File: src/rtl/id_ex_stage.sv
// ID/EX pipeline register with execute-stage forwarding muxes, branch target and redirect decision.
// Registered fields move one cycle from D to E; ALU operands and PC redirect are combinational from E state.
module id_ex_stage #(
  parameter int WIDTH   = 32,
  parameter int REGADDR = 5
) (
  input  logic               clk,
  input  logic               reset,
  input  logic               FlushE,
  input  logic               StallE,
  input  logic [WIDTH-1:0]   RD1D,
  input  logic [WIDTH-1:0]   RD2D,
  input  logic [WIDTH-1:0]   ImmExtD,
  input  logic [WIDTH-1:0]   PCD,
  input  logic [WIDTH-1:0]   PCPlus4D,
  input  logic [REGADDR-1:0] Rs1D,
  input  logic [REGADDR-1:0] Rs2D,
  input  logic [REGADDR-1:0] RdD,
  input  logic               RegWriteD,
  input  logic               MemWriteD,
  input  logic               JumpD,
  input  logic               BranchD,
  input  logic               ALUSrcD,
  input  logic [1:0]         ResultSrcD,
  input  logic [2:0]         ALUControlD,
  input  logic [1:0]         ForwardAE,
  input  logic [1:0]         ForwardBE,
  input  logic [WIDTH-1:0]   ALUResultM,
  input  logic [WIDTH-1:0]   ResultW,
  input  logic               ZeroE,
  output logic [WIDTH-1:0]   SrcAE,
  output logic [WIDTH-1:0]   SrcBE,
  output logic [2:0]         ALUControlE,
  output logic [WIDTH-1:0]   WriteDataE,
  output logic [WIDTH-1:0]   PCTargetE,
  output logic               PCSrcE,
  output logic [REGADDR-1:0] RdE,
  output logic [REGADDR-1:0] Rs1E,
  output logic [REGADDR-1:0] Rs2E,
  output logic [WIDTH-1:0]   PCPlus4E,
  output logic               RegWriteE,
  output logic               MemWriteE,
  output logic [1:0]         ResultSrcE,
  output logic               ValidE
);

  logic [WIDTH-1:0]   rd1_r;
  logic [WIDTH-1:0]   rd2_r;
  logic [WIDTH-1:0]   imm_r;
  logic [WIDTH-1:0]   pc_r;
  logic [WIDTH-1:0]   pcplus4_r;
  logic [REGADDR-1:0] rs1_r;
  logic [REGADDR-1:0] rs2_r;
  logic [REGADDR-1:0] rd_r;
  logic               regwrite_r;
  logic               memwrite_r;
  logic               jump_r;
  logic               branch_r;
  logic               alusrc_r;
  logic [1:0]         resultsrc_r;
  logic [2:0]         aluctrl_r;
  logic               valid_r;

  logic [WIDTH-1:0]   fwd_a_s;
  logic [WIDTH-1:0]   fwd_b_s;
  logic [WIDTH-1:0]   srcb_s;
  logic [WIDTH-1:0]   target_s;
  logic               pcsrc_s;

  // Forwarding select; the reserved code 11 falls back to the register-file value.
  function automatic logic [WIDTH-1:0] fwd_sel(
    input logic [1:0]       sel,
    input logic [WIDTH-1:0] regval,
    input logic [WIDTH-1:0] resw,
    input logic [WIDTH-1:0] alum
  );
    logic [WIDTH-1:0] res;
    case (sel)
      2'b00:   res = regval;
      2'b01:   res = resw;
      2'b10:   res = alum;
      default: res = regval;
    endcase
    return res;
  endfunction

  // Pipeline register: reset beats flush (bubble), flush beats stall, otherwise load.
  always_ff @(posedge clk) begin
    if (reset || FlushE) begin
      rd1_r       <= '0;
      rd2_r       <= '0;
      imm_r       <= '0;
      pc_r        <= '0;
      pcplus4_r   <= '0;
      rs1_r       <= '0;
      rs2_r       <= '0;
      rd_r        <= '0;
      regwrite_r  <= 1'b0;
      memwrite_r  <= 1'b0;
      jump_r      <= 1'b0;
      branch_r    <= 1'b0;
      alusrc_r    <= 1'b0;
      resultsrc_r <= 2'b00;
      aluctrl_r   <= 3'b000;
      valid_r     <= 1'b0;
    end else if (StallE) begin
      valid_r     <= valid_r;
    end else begin
      rd1_r       <= RD1D;
      rd2_r       <= RD2D;
      imm_r       <= ImmExtD;
      pc_r        <= PCD;
      pcplus4_r   <= PCPlus4D;
      rs1_r       <= Rs1D;
      rs2_r       <= Rs2D;
      rd_r        <= RdD;
      regwrite_r  <= RegWriteD;
      memwrite_r  <= MemWriteD;
      jump_r      <= JumpD;
      branch_r    <= BranchD;
      alusrc_r    <= ALUSrcD;
      resultsrc_r <= ResultSrcD;
      aluctrl_r   <= ALUControlD;
      valid_r     <= 1'b1;
    end
  end

  // Execute-stage operand selection and branch resolution; forwarding values are never registered.
  always_comb begin
    fwd_a_s  = fwd_sel(ForwardAE, rd1_r, ResultW, ALUResultM);
    fwd_b_s  = fwd_sel(ForwardBE, rd2_r, ResultW, ALUResultM);
    if (alusrc_r) begin
      srcb_s = imm_r;
    end else begin
      srcb_s = fwd_b_s;
    end
    target_s = pc_r + imm_r;
    pcsrc_s  = jump_r | (branch_r & ZeroE);
  end

  assign SrcAE       = fwd_a_s;
  assign SrcBE       = srcb_s;
  assign WriteDataE  = fwd_b_s;
  assign PCTargetE   = target_s;
  assign PCSrcE      = pcsrc_s;
  assign ALUControlE = aluctrl_r;
  assign RdE         = rd_r;
  assign Rs1E        = rs1_r;
  assign Rs2E        = rs2_r;
  assign PCPlus4E    = pcplus4_r;
  assign RegWriteE   = regwrite_r;
  assign MemWriteE   = memwrite_r;
  assign ResultSrcE  = resultsrc_r;
  assign ValidE      = valid_r;

endmodule

File: config.mk
export PLATFORM = sky130hd
export DESIGN_NAME = id_ex_stage
export DESIGN_NICKNAME = d
export VERILOG_FILES = /design/src/rtl/id_ex_stage.sv
export SDC_FILE = /design/constraint.sdc
export NUM_CORES = 1
export LEC_CHECK = 0
export ABC_AREA = 1
export BUFFER_PORTS_ARGS = -buffer_cell sky130_fd_sc_hd__buf_4
export CORE_AREA = 2 2 171 173
export CTS_BUF_LIST = sky130_fd_sc_hd__clkbuf_4
export DETAILED_ROUTE_END_ITERATION = 10
export DIE_AREA = 0 0 173 175
export HOLD_SLACK_MARGIN = 0.06
export SLEW_MARGIN = 40
export SYNTH_ARGS = -nofsm -noshare
export SYNTH_HDL_FRONTEND = slang
export SYNTH_SLANG_ARGS = --single-unit
File: constraint.sdc
create_clock -name clk -period 2.1 [get_ports clk]
set_input_delay 0.21 -clock clk [delete_from_list [all_inputs] [get_ports clk]]
set_output_delay 0.21 -clock clk [all_outputs]
set_load 0.02 [all_outputs]
* Word level (Yosys, flattened, before mapping) *
Index checks and enable logic that the tools add are counted.
Widths: inputs -> output; s select.

cells by class
  $add $sub $neg = 1
  equality and inequality tests = 4
  mux-type cells = 3
  bitwise gates (word level) = 2
  reduce and logical (&&, ||, !) cells = 1

operators with widths
  operator            count
  $pmux 32 s2         2
  $add 32x32->32      1
  $mux 32             1
  $eq 2x1->1 const B  2
  $eq 2x2->1 const B  2
  $and 1x1->1         1
  $logic_or 1x1->1    1
  $or 1x1->1          1

storage, ports and cells
  bits in registers = 186
  output and inout bits = 184
  word-level logic and storage cells = 27

* Logic depth before layout (Yosys ltp) *
Gate-level depths: netlist of the first run.

  depth after elaboration = 3
  depth in mapped cells = 12

* Least setup slack after synthesis of the first run *
No wires, ideal clock.

  path kind = reg-to-output
  start = register imm_r[0]
  end = output port PCTargetE[12]
  arrival = 1779 ps
  required time = 1890 ps
  path slack = 111 ps
  stages on the path, launching flop included = 10
  path buffers = 0
  path through = dfxtp_1 ha_1 fa_1 nand3_1 nand3_1 nand2_1 nand2_2 nand2_1 nand2_2 xor2_1

between the ends
  word-level cells in the longest chain between the ends = 1

ends and longest elaborated chain
  element                 RTL line  source
  start, declared         49        logic [WIDTH-1:0] imm_r;
  start signal, assigned  111       imm_r <= ImmExtD;
  $add 32x32->32          137       target_s = pc_r + imm_r;
  end, declared           35        output logic [WIDTH-1:0] PCTargetE,

Every way passes these cells.

* Final worst setup path of the first run *
  start = register pc_r[0]
  end = output port PCTargetE[30]

between the ends
  word-level cells in the longest chain between the ends = 1

ends and longest elaborated chain
  element                 RTL line  source
  start, declared         50        logic [WIDTH-1:0] pc_r;
  start signal, assigned  93        pc_r <= '0;
  start signal, assigned  112       pc_r <= PCD;
  $add 32x32->32          137

Every way passes these cells.

==> impl_metrics.tcl, run 1 <==
set metrics [dict create \
    routed_wirelength_mm 51.34 \
    grt_pass1_vias 13326 \
    finalCriticalPeriod_ns 2.674 \
    worst_path_max_delay_cell "fa_2" \
    grt_pass1_wl_mm 76.20 \
    coreArea_um2 28390 \
    htree_levels 4 \
    whs_path_depth 4 \
    fin_area_um2 18120 \
    reg2reg_slack_ns 1.23 \
    vias 13612 \
    period_share_pct 127.3 \
    ys_ff_latch 186 \
    dpl-instance-area_um2 14250 \
    synth_cell_types 27 \
    cp_max_fo 3 \
    power_leakage_nw 8.692 \
    synth_top_cell_by_area "dfxtp_1" \
    wl_per_cell_um 18.79 \
    slew_headroom_pct 52.74 \
    internal_power_w 0.005691 \
    seq_area_frac_synth_pct 35.70 \
    clk_pin_slew_ns 0.18 \
    place_congestion 0.9590 \
    synth-main-ff-cell "dfxtp_1" \
    ys_warn_count 0 \
    grt_max_degree 86 \
    cp-end-kind "output port" \
    cts_made_buffers 17 \
    die_x_um 173 \
    finalWorstSetupSlack_ns -0.5739 \
    netlist.area_leader.share_pct 35.70 \
    dieArea_um2 30280 \
    hp-start "StallE" \
    crit_type "reg2out" \
    cts_tree "yes" \
    worst_pin_slew_ns 0.7089 \
    clockBufferDepth 2 \
    drc 0 \
    failed_checks "setup timing" \
    die_h_um 175 \
    initial_utilization_pct 36.73 \
    utilization_pct 63.84 \
    crit_start "pc_r[0]" \
    finalSetupViolCount 30 \
    dp_hpwl_mm 35.80 \
    start_kind "flip-flop" \
    clkPwrFrac_pct 23.8 \
    antenna_found_initial 3 \
    nNetsFinal 2628 \
    slew_violations 0 \
    synth_area_leaders "dfxtp_1 36%, nand2_1 27%, a21oi_1 16%" \
    ctsRootBufferMaster "clkbuf_4" \
    clock-skew-final_ns 0 \
    r2r_end "alusrc_r" \
    hold_viol 0 \
    port_buffers 441 \
    ant_nets 0 \
    regToRegStartpoint "alusrc_r" \
    grt.overflow.total 0 \
    synth_edf_count 0 \
    max_cap_violations 0 \
    min_path_type "in2reg" \
    yosysMostFrequentCell "nand2_1" \
    firstDrtPassIters 6 \
    crit_chain "ha_4, fa_2, buf_6, nand2_2, nand3_2, nand2_2, nand2_4, nand2_4, nand2_1, nand2_1, nand2_1, buf_6" \
    reg2reg_depth 2 \
    area_growth_pct 73.80 \
    max_freq_mhz 374.0 \
    syn_inst 1694 \
    ios 442 \
    status "complete, but fails checks" \
    cp.required_ns 1.89 \
    slowest_delay_ns 0.42 \
    clock_latency_ns 0.65 \
    critPathArrivalTime_ns 2.46 \
    cp_common_cell "nand2_1" \
    n_fill_cell 2552 \
    total_power_w 0.008967 \
    holdPathEnd "rd1_r[24]" \
    cts.sinks 186 \
    synth_area_per_cell_um2 6.156 \
    p_per_area_nw_per_um2 494.7 \
    vdd_ir_drop_max_uv 315.5 \
    combinationalPowerShare_pct 34.7 \
    placement_rows 62 \
    track_usage_pct 32.21 \
    rsz0062_at_grt "yes" \
    yosys-top-cells-count "745 x nand2_1, 331 x a21oi_1, 186 x dfxtp_1, 112 x inv_1, 106 x nor2_1" \
    p_sw_w 0.003276 \
    synth_nets 1988 \
    preCtsSetupSlack_ns -0.01462 \
    layout-drive-gt1-share_pct 33.46 \
    routed_via_density 4.981 \
    p_sw_share_pct 36.54 \
    pwr-share-seq_pct 41.5 \
    drtIter0Drc 982 \
    synth-async-reset-ratio_pct 0 \
    synth_area_um2 10430 \
]
==> through the flow <==
stage                     instances  hold WS [ns]   TNS, ns
final                          2733       0.06711    -12.19
after global routing           2732       0.07012    -15.13
after global placement         2460        0.4469         0
after CTS                      2723       0.06024    -11.19
after detailed placement       2460        0.4516  -0.01462
after floorplan                1694        0.3534         0
==> per-layer routing <==
metal / vias up / GRT usage (%) / share of wire [%] / wire length (um)
met5: - / 0 / 0.025 / 13
met4: 2 / 12.39 / 4.3 / 2198
met3: 108 / 5.635 / 6.2 / 3197
met2: 572 / 57.42 / 49 / 25110
met1: 6333 / 38.54 / 41 / 20820
li1: 6597 / - / - / -
==> logic make-up after synthesis <==
logic type               after synthesis  synth area share (%)
AO/OA/AOI/OAI                        337                 16.33
XOR/XNOR                              16                 1.344
adder cells (fa/ha/maj)               36                 4.391
buffers and inverters                215                 8.314
flip-flops                           186                 35.70
AND/OR/NAND/NOR                      904                 33.92
==> placed cells by master (no fill, tap or decap), drive strengths merged, types with 2 or more instances in the layout <==
| master | netlist | routed |
|---|---|---|
| a21o | 2 | 2 |
| a21oi | 332 | 332 |
| buf | 47 | 511 |
| clkbuf | 48 | 18 |
| clkinv | 2 | 3 |
| dfxtp | 186 | 186 |
| diode | 0 | 3 |
| dlygate4sd3 | 0 | 205 |
| ha | 35 | 35 |
| inv | 118 | 128 |
| nand2 | 762 | 762 |
| nand3 | 26 | 26 |
| nand4 | 4 | 4 |
| nor2 | 106 | 106 |
| nor3 | 5 | 5 |
| o21bai | 2 | 2 |
| xor2 | 15 | 15 |
==> registers in the layout (all words and copies together), names as in the netlist, 2 cells and up <==
signal / count
ALUControlE: 3
ResultSrcE: 2
imm_r: 32
pc_r: 32
Rs1E: 5
rd2_r: 32
Rs2E: 5
rd1_r: 32
RdE: 5
PCPlus4E: 32
==> worst max-delay path by stage <==
stage | end | depth (start not counted) | slack (ns)
2_1_floorplan | PCTargetE[12] | 9 | 0.11
3_3_place_gp | SrcBE[0] | 10 | 0.04
3_5_place_dp | SrcBE[0] | 10 | -0.01
4_1_cts | PCTargetE[28] | 13 | -0.53
5_1_grt | PCTargetE[30] | 12 | -0.69
6_report | PCTargetE[30] | 12 | -0.57
==> worst max-delay path: cells and delay by family (launching register included) <==
| kind | cells | cell delay [ns] |
|---|---|---|
| simple gates | 8 | 0.62 |
| fa+ha+maj | 2 | 0.58 |
| flops | 1 | 0.37 |
| buf+inv | 2 | 0.28 |
==> final cells by class <==
class	instances	area [um^2]	share of cell area (%)
multi-input combinational	1293	6892	38.02
timing repair buffer	716	6187	34.14
sequential	186	3832	21.14
tap	384	480.5	2.651
inverter	120	457.9	2.527
clock buffer	18	135.1	0.7455
clock inverter	13	132.6	0.7317
antenna	3	7.507	0.04142
==> power groups by stage <==
stage / Sequential (W) / Combinational [W] / Clock [W]
after floorplan: 0.00381 / 0.00118 / 0
after global placement: 0.00378 / 0.00258 / 0
after detailed placement: 0.00379 / 0.00258 / 0
after CTS: 0.00372 / 0.00302 / 0.00217
after global routing: 0.00373 / 0.00329 / 0.00230
final: 0.00372 / 0.00311 / 0.00214
==> what timing repair did <==
| action | in CTS | in global routing |
|---|---|---|
| resized for setup | 205 | 107 |
| hold buffers | 205 | 0 |
| buffers inserted | 27 | 7 |
| setup endpoints to repair | 34 | 32 |
| pin swaps | 49 | 46 |
| endpoints found under the hold margin | 185 | 0 |
Note: power is estimated with default switching activity, not from simulation.
==> run 2: changes to the inputs <==
--- a/config.mk
+++ b/config.mk
@@ -5,7 +5,6 @@
 export SDC_FILE = /design/constraint.sdc
 export NUM_CORES = 1
 export LEC_CHECK = 0
-export ABC_AREA = 1
 export BUFFER_PORTS_ARGS = -buffer_cell sky130_fd_sc_hd__buf_4
 export CORE_AREA = 2 2 171 173
 export CTS_BUF_LIST = sky130_fd_sc_hd__clkbuf_4
==> run 2 against run 1 <==
  * The flow finishes with violations (DRC, setup timing)
  * Clock power is 11% higher
  * Maximum frequency is 16% lower
  * Setup slack worse by 0.52 ns
  * Synthesized area is 7.2% lower
  * Largest cell class is now non-clock buffers
==> impl_metrics.tcl, run 2 <==
set metrics [dict create \
    crit_type "reg2out" \
    cts_made_buffers 17 \
    placement_rows 62 \
    crit_end "PCTargetE[30]" \
    fin_hold_ws_ns 0.1707 \
    slew_headroom_pct 63.35 \
    yosysMostFrequentCell "nor2_1" \
    regToRegStartpoint "imm_r[1]" \
    synth_edf_count 0 \
    initial_utilization_pct 34.09 \
    instances_no_fill 2212 \
    ys_warn_count 0 \
    preCtsSetupSlack_ns -0.4762 \
    synth_area_um2 9679 \
    ys_ff_latch 186 \
    clock_latency_ns 0.60 \
    cp.required_ns 1.89 \
    finalWorstSetupSlack_ns -1.092 \
    netlist.area_leader.share_pct 38.47 \
    vdd_ir_drop_max_uv 506.0 \
    synth_nets 1394 \
    p_per_area_nw_per_um2 501.8 \
    hold_viol 0 \
    ios 442 \
    ctsRootBufferMaster "clkbuf_4" \
    firstDrtPassIters 8 \
    clk_pin_slew_ns 0.22 \
    synth_top_cell_by_area "dfxtp_1" \
    dp.cells 1970 \
    finalSetupViolCount 29 \
    grt_pass1_vias 11163 \
    syn_inst 1100 \
    grt_pass1_wl_mm 60.78 \
    track_usage_pct 25.45 \
    layout-drive-gt1-share_pct 40.16 \
    critPathArrivalTime_ns 2.98 \
    cts_tree "yes" \
    rsz0062_at_grt "yes" \
    slew_violations 0 \
    synth_cell_types 46 \
    reg2reg_depth 4 \
    routed_wirelength_mm 40.29 \
    routed_via_density 4.904 \
    drc 2 \
    wl_per_cell_um 18.21 \
    grt.overflow.total 0 \
    reg2reg_slack_ns 0.75 \
    cts.sinks 186 \
    die_x_um 173 \
    dp_hpwl_mm 29.56 \
    period_share_pct 152.0 \
    drtIter0Drc 542 \
    min_path_type "in2reg" \
    place_congestion 0.9340 \
    synth_area_per_cell_um2 8.799 \
    n_fill_cell 2426 \
    synth-main-ff-cell "dfxtp_1" \
    grt_max_degree 74 \
    mostFrequentLayoutCells "552 x buf_4, 200 x nor2_1, 197 x dlygate4sd3_1" \
    coreArea_um2 28390 \
    failed_checks "DRC, setup timing" \
    vias 10848 \
    nNetsFinal 2106 \
    clockBufferDepth 2 \
    synth_area_leaders "dfxtp_1 38%, mux2i_1 19%, nor2_1 7.8%" \
    crit_start "pc_r[0]" \
    cp-end-kind "output port" \
    synth-async-reset-ratio_pct 0 \
    antenna_found_initial 3 \
    dieArea_um2 30280 \
    clock-skew-final_ns 0 \
    total_power_w 0.008686 \
    max_cap_violations 0 \
    layout_commonest_cell "buf_4" \
    area_growth_pct 78.84 \
    finalCriticalPeriod_ns 3.192 \
    status "complete, but fails checks" \
    ant_nets 0 \
    start_kind "flip-flop" \
    worst_pin_slew_ns 0.5461 \
    seq_area_frac_synth_pct 38.47 \
    power_leakage_nw 8.143 \
    die_h_um 175 \
    max_freq_mhz 313.3 \
    r2r_end "imm_r[1]" \
    htree_levels 4 \
    yosys-top-cells-count "201 x nor2_1, 186 x dfxtp_1, 185 x mux2i_1, 86 x nand2_1, 79 x o21ai_0" \
    port_buffers 441 \
    cp_max_fo 4 \
]
[run 2: how the worst min path moves through the flow]
stage                     from  cells past startpoint         to
global route            FlushE                      3  rd1_r[18]
detailed placement      ValidE                      2     ValidE
CTS                     FlushE                      3  rd1_r[19]
global placement        RdD[2]                      3     RdE[2]
floorplan           ImmExtD[0]                      2   imm_r[0]
finish                  FlushE                      3  rd1_r[23]
[run 2: through the flow]
stage	area [um^2]	utilization, %	setup TNS (ns)
after global routing	17310	60.97	-28.01
after global placement	14620	51.51	-5.815
final	17310	60.97	-24.16
after CTS	17200	60.57	-23.84
after floorplan	10020	-	-1.256
after detailed placement	14620	51.51	-6.198
[run 2: report_power, final]
group	switching [W]	leakage (nW)	total, W	internal (W)
logic	0.00123	6.44	0.00258	0.00135
clock network	0.00164	0.185	0.00238	0.000743
registers	0.0000762	1.52	0.00373	0.00365
[run 2: worst max-delay path: stages, from the launching register on]
cell	delay (ns)
dfxtp_2	0.40
ha_4	0.16
fa_2	0.22
a21oi_2	0.07
o211ai_1	0.36
nand2_1	0.19
o221ai_4	0.26
a41oi_4	0.19
o211a_1	0.28
a21oi_4	0.12
buf_6	0.13
[run 2: cell families after synthesis]
logic type | count (synthesis) | share of synthesized area [%]
AOI/OAI and AO/OA | 222 | 14.85
xor gates and xnor gates | 28 | 2.534
adders and majority gates | 36 | 4.731
buffers and inverters | 95 | 3.697
DFF | 186 | 38.47
muxes | 217 | 22.85
and+or+nand+nor | 316 | 12.86
[run 2: layer usage]
metal | GRT usage (%) | wire [um] | vias up
li1 | - | - | 5281
met1 | 31.20 | 16890 | 5089
met2 | 43.08 | 19370 | 397
met3 | 5.875 | 2577 | 81
met4 | 10.38 | 1451 | 0
met5 | 0 | 0 | -
[run 2: area by class of cell]
class	count	area, um^2	area share, %
tap	384	480.5	2.776
clock buffer	17	127.6	0.7373
clock inverter	15	222.7	1.287
sequential	186	3744	21.63
timing repair buffer	776	6538	37.77
multi-input combinational	819	6146	35.50
inverter	12	45.04	0.2602
antenna	3	7.507	0.04337
[run 2: what timing repair did]
| action | CTS | global route |
|---|---|---|
| buffers inserted | 8 | 5 |
| endpoints found under the hold margin | 186 | 0 |
| gates resized for setup | 47 | 23 |
| pin swaps | 29 | 10 |
| endpoints found under the setup margin | 36 | 39 |
| hold buffers | 197 | 0 |
==> run 3: changes to the inputs <==
--- a/config.mk
+++ b/config.mk
@@ -7,7 +7,7 @@
 export LEC_CHECK = 0
 export BUFFER_PORTS_ARGS = -buffer_cell sky130_fd_sc_hd__buf_4
 export CORE_AREA = 2 2 171 173
-export CTS_BUF_LIST = sky130_fd_sc_hd__clkbuf_4
+export CTS_BUF_LIST = sky130_fd_sc_hd__clkbuf_4 sky130_fd_sc_hd__clkbuf_8
 export DETAILED_ROUTE_END_ITERATION = 10
 export DIE_AREA = 0 0 173 175
 export HOLD_SLACK_MARGIN = 0.06
==> constraint.sdc (replaced) <==
create_clock -name clk -period 3 [get_ports clk]
set_input_delay 0.3 -clock clk [delete_from_list [all_inputs] [get_ports clk]]
set_output_delay 0.3 -clock clk [all_outputs]
set_load 0.02 [all_outputs]
==> run 3 against run 2 <==
  * Critical path type unchanged
  * Sequential share of layout area grew 1.0 points
  * Cell count is 4.2% lower
  * Die area unchanged
  * The flow finishes with violations (setup timing)
  * Design area shrank 4.4%
  * Clock skew stayed put
  * Sequential power is 30% lower
  * Hold slack got worse by 0.077 ns
  * Non-clock buffer count is 91 lower
  * Wire length is 2.0% higher
==> impl_metrics.tcl, run 3 (same netlist as run 2, synthesis figures left out) <==
set metrics [dict create \
    grt.overflow.total 0 \
    mostFrequentLayoutCells "480 x buf_4, 199 x nor2_1, 185 x mux2i_1" \
    initial_utilization_pct 34.09 \
    critPathArrivalTime_ns 3.03 \
    grt_max_degree 57 \
    slowest_delay_ns 0.44 \
    dpl-instance-area_um2 13490 \
    worst_path_max_delay_cell "a311oi_4" \
    cts_tree "yes" \
    ctsRootBufferMaster "clkbuf_8" \
    setup_tns_ns -2.403 \
    reg2reg_slack_ns 2.12 \
    cp_max_fo 3 \
    clockBufferDepth 2 \
    area_growth_pct 71.04 \
    cp-end-kind "output port" \
    p_per_area_nw_per_um2 371.3 \
    coreArea_um2 28390 \
    place_congestion 0.9502 \
    num_antenna_cells 0 \
    n_fill_cell 2466 \
    grt_pass1_wl_mm 60.89 \
    crit_chain "ha_4, o211ai_1, o211ai_2, a41oi_4, buf_6, o21ai_4, a311oi_4, o21ai_1, xor2_1, buf_4" \
    routed_via_density 5.019 \
    start_kind "flip-flop" \
    finalCriticalPeriod_ns 3.326 \
    vdd_ir_drop_max_uv 282.7 \
    failed_checks "setup timing" \
    drtIter0Drc 651 \
    finalWorstSetupSlack_ns -0.3260 \
    placement_rows 62 \
    htree_levels 4 \
    die_h_um 175 \
    max_cap_violations 0 \
    crit_type "reg2out" \
    slew_headroom_pct 47.26 \
    routed_wirelength_mm 41.10 \
    cp.required_ns 2.70 \
    track_usage_pct 25.54 \
    clock-skew-final_ns 0 \
    layout_commonest_cell "buf_4" \
    cts_made_buffers 17 \
    min_path_type "in2reg" \
    layout-drive-gt1-share_pct 37.77 \
    antenna_found_initial 4 \
    firstDrtPassIters 5 \
    ios 442 \
    wl_per_cell_um 19.41 \
    rsz0062_at_grt "yes" \
    die_x_um 173 \
    period_share_pct 110.9 \
    clock_latency_ns 0.48 \
    fin_area_um2 16560 \
    hold_viol 0 \
    dp.cells 1874 \
    status "complete, but fails checks" \
    port_buffers 441 \
    cts.sinks 186 \
    max_freq_mhz 300.7 \
    nNetsFinal 2015 \
    worst_pin_slew_ns 0.7911 \
    ant_nets 0 \
    fin_hold_ws_ns 0.09334 \
    power_leakage_nw 7.660 \
    slew_violations 0 \
    vias 10631 \
    grt_pass1_vias 10744 \
    finalSetupViolCount 17 \
    drc 0 \
    instances_no_fill 2118 \
    dieArea_um2 30280 \
    clk_pin_slew_ns 0.10 \
    dp_hpwl_mm 29.35 \
]
-- run 3: changes by cell type in the layout (fill, tap and decap cells not counted), sizes merged --
cell / delta
diode: -3
clkinv: +6
dlygate4sd3: -14
clkbuf: +1
buf: -77
inv: -7
-- run 3: timing repair --
item | CTS | global route
endpoints found under the hold margin | 183 | 0
hold buffers | 183 | 0
endpoints found under the setup margin | 18 | 21
resized for setup | 65 | 54
pin swaps | 35 | 30
buffers inserted | 23 | 8
-- run 3: final timing paths --
path,depth (start not counted),to,from
setup / recovery,10,PCTargetE[27],imm_r[2]
hold reg to reg,2,ValidE,ValidE
hold / removal,3,pc_r[9],PCD[9]
setup reg to reg,2,alusrc_r,alusrc_r
-- run 3: layer usage --
metal	GRT usage (%)	share of wire (%)	vias up
met4	9.499	3.3	8
met1	30.90	41	5033
met3	5.701	5.8	78
met5	0	0.12	-
met2	44.32	49	412
li1	-	-	5100
-- run 3: critical path: cells and delay by family, from the launching register on --
| kind | cells | cell delay [ns] |
|---|---|---|
| buf+inv | 2 | 0.34 |
| compound gates | 6 | 1.37 |
| flops | 1 | 0.35 |
| fa+ha+maj | 1 | 0.24 |
| xor+xnor | 1 | 0.26 |
-- run 3: area by class of cell --
type	count	area, um^2	area share [%]
Multi-Input combinational cell	819	6120	36.96
Tap cell	384	480.5	2.902
Clock buffer	18	241.5	1.459
Inverter	12	45.04	0.2721
Clock inverter	14	183.9	1.111
Timing Repair Buffer	685	5739	34.67
Sequential cell	186	3746	22.63
-- run 3: through the flow --
stage	power, W	setup slack, ns	util, %
floorplan	0.003372	0.3930	-
global placement	0.004103	0.1458	47.50
detailed placement	0.004110	0.1299	47.50
CTS	0.006171	-0.2607	57.25
global route	0.006391	-0.4379	58.31
finish	0.006147	-0.3260	58.31
-- run 3: power breakdown --
part	leakage, nW	switching (W)	internal (W)	total, W
clock network	0.212	0.00111	0.000721	0.00183
logic	5.93	0.000841	0.000867	0.00171
registers	1.52	0.0000626	0.00255	0.00261
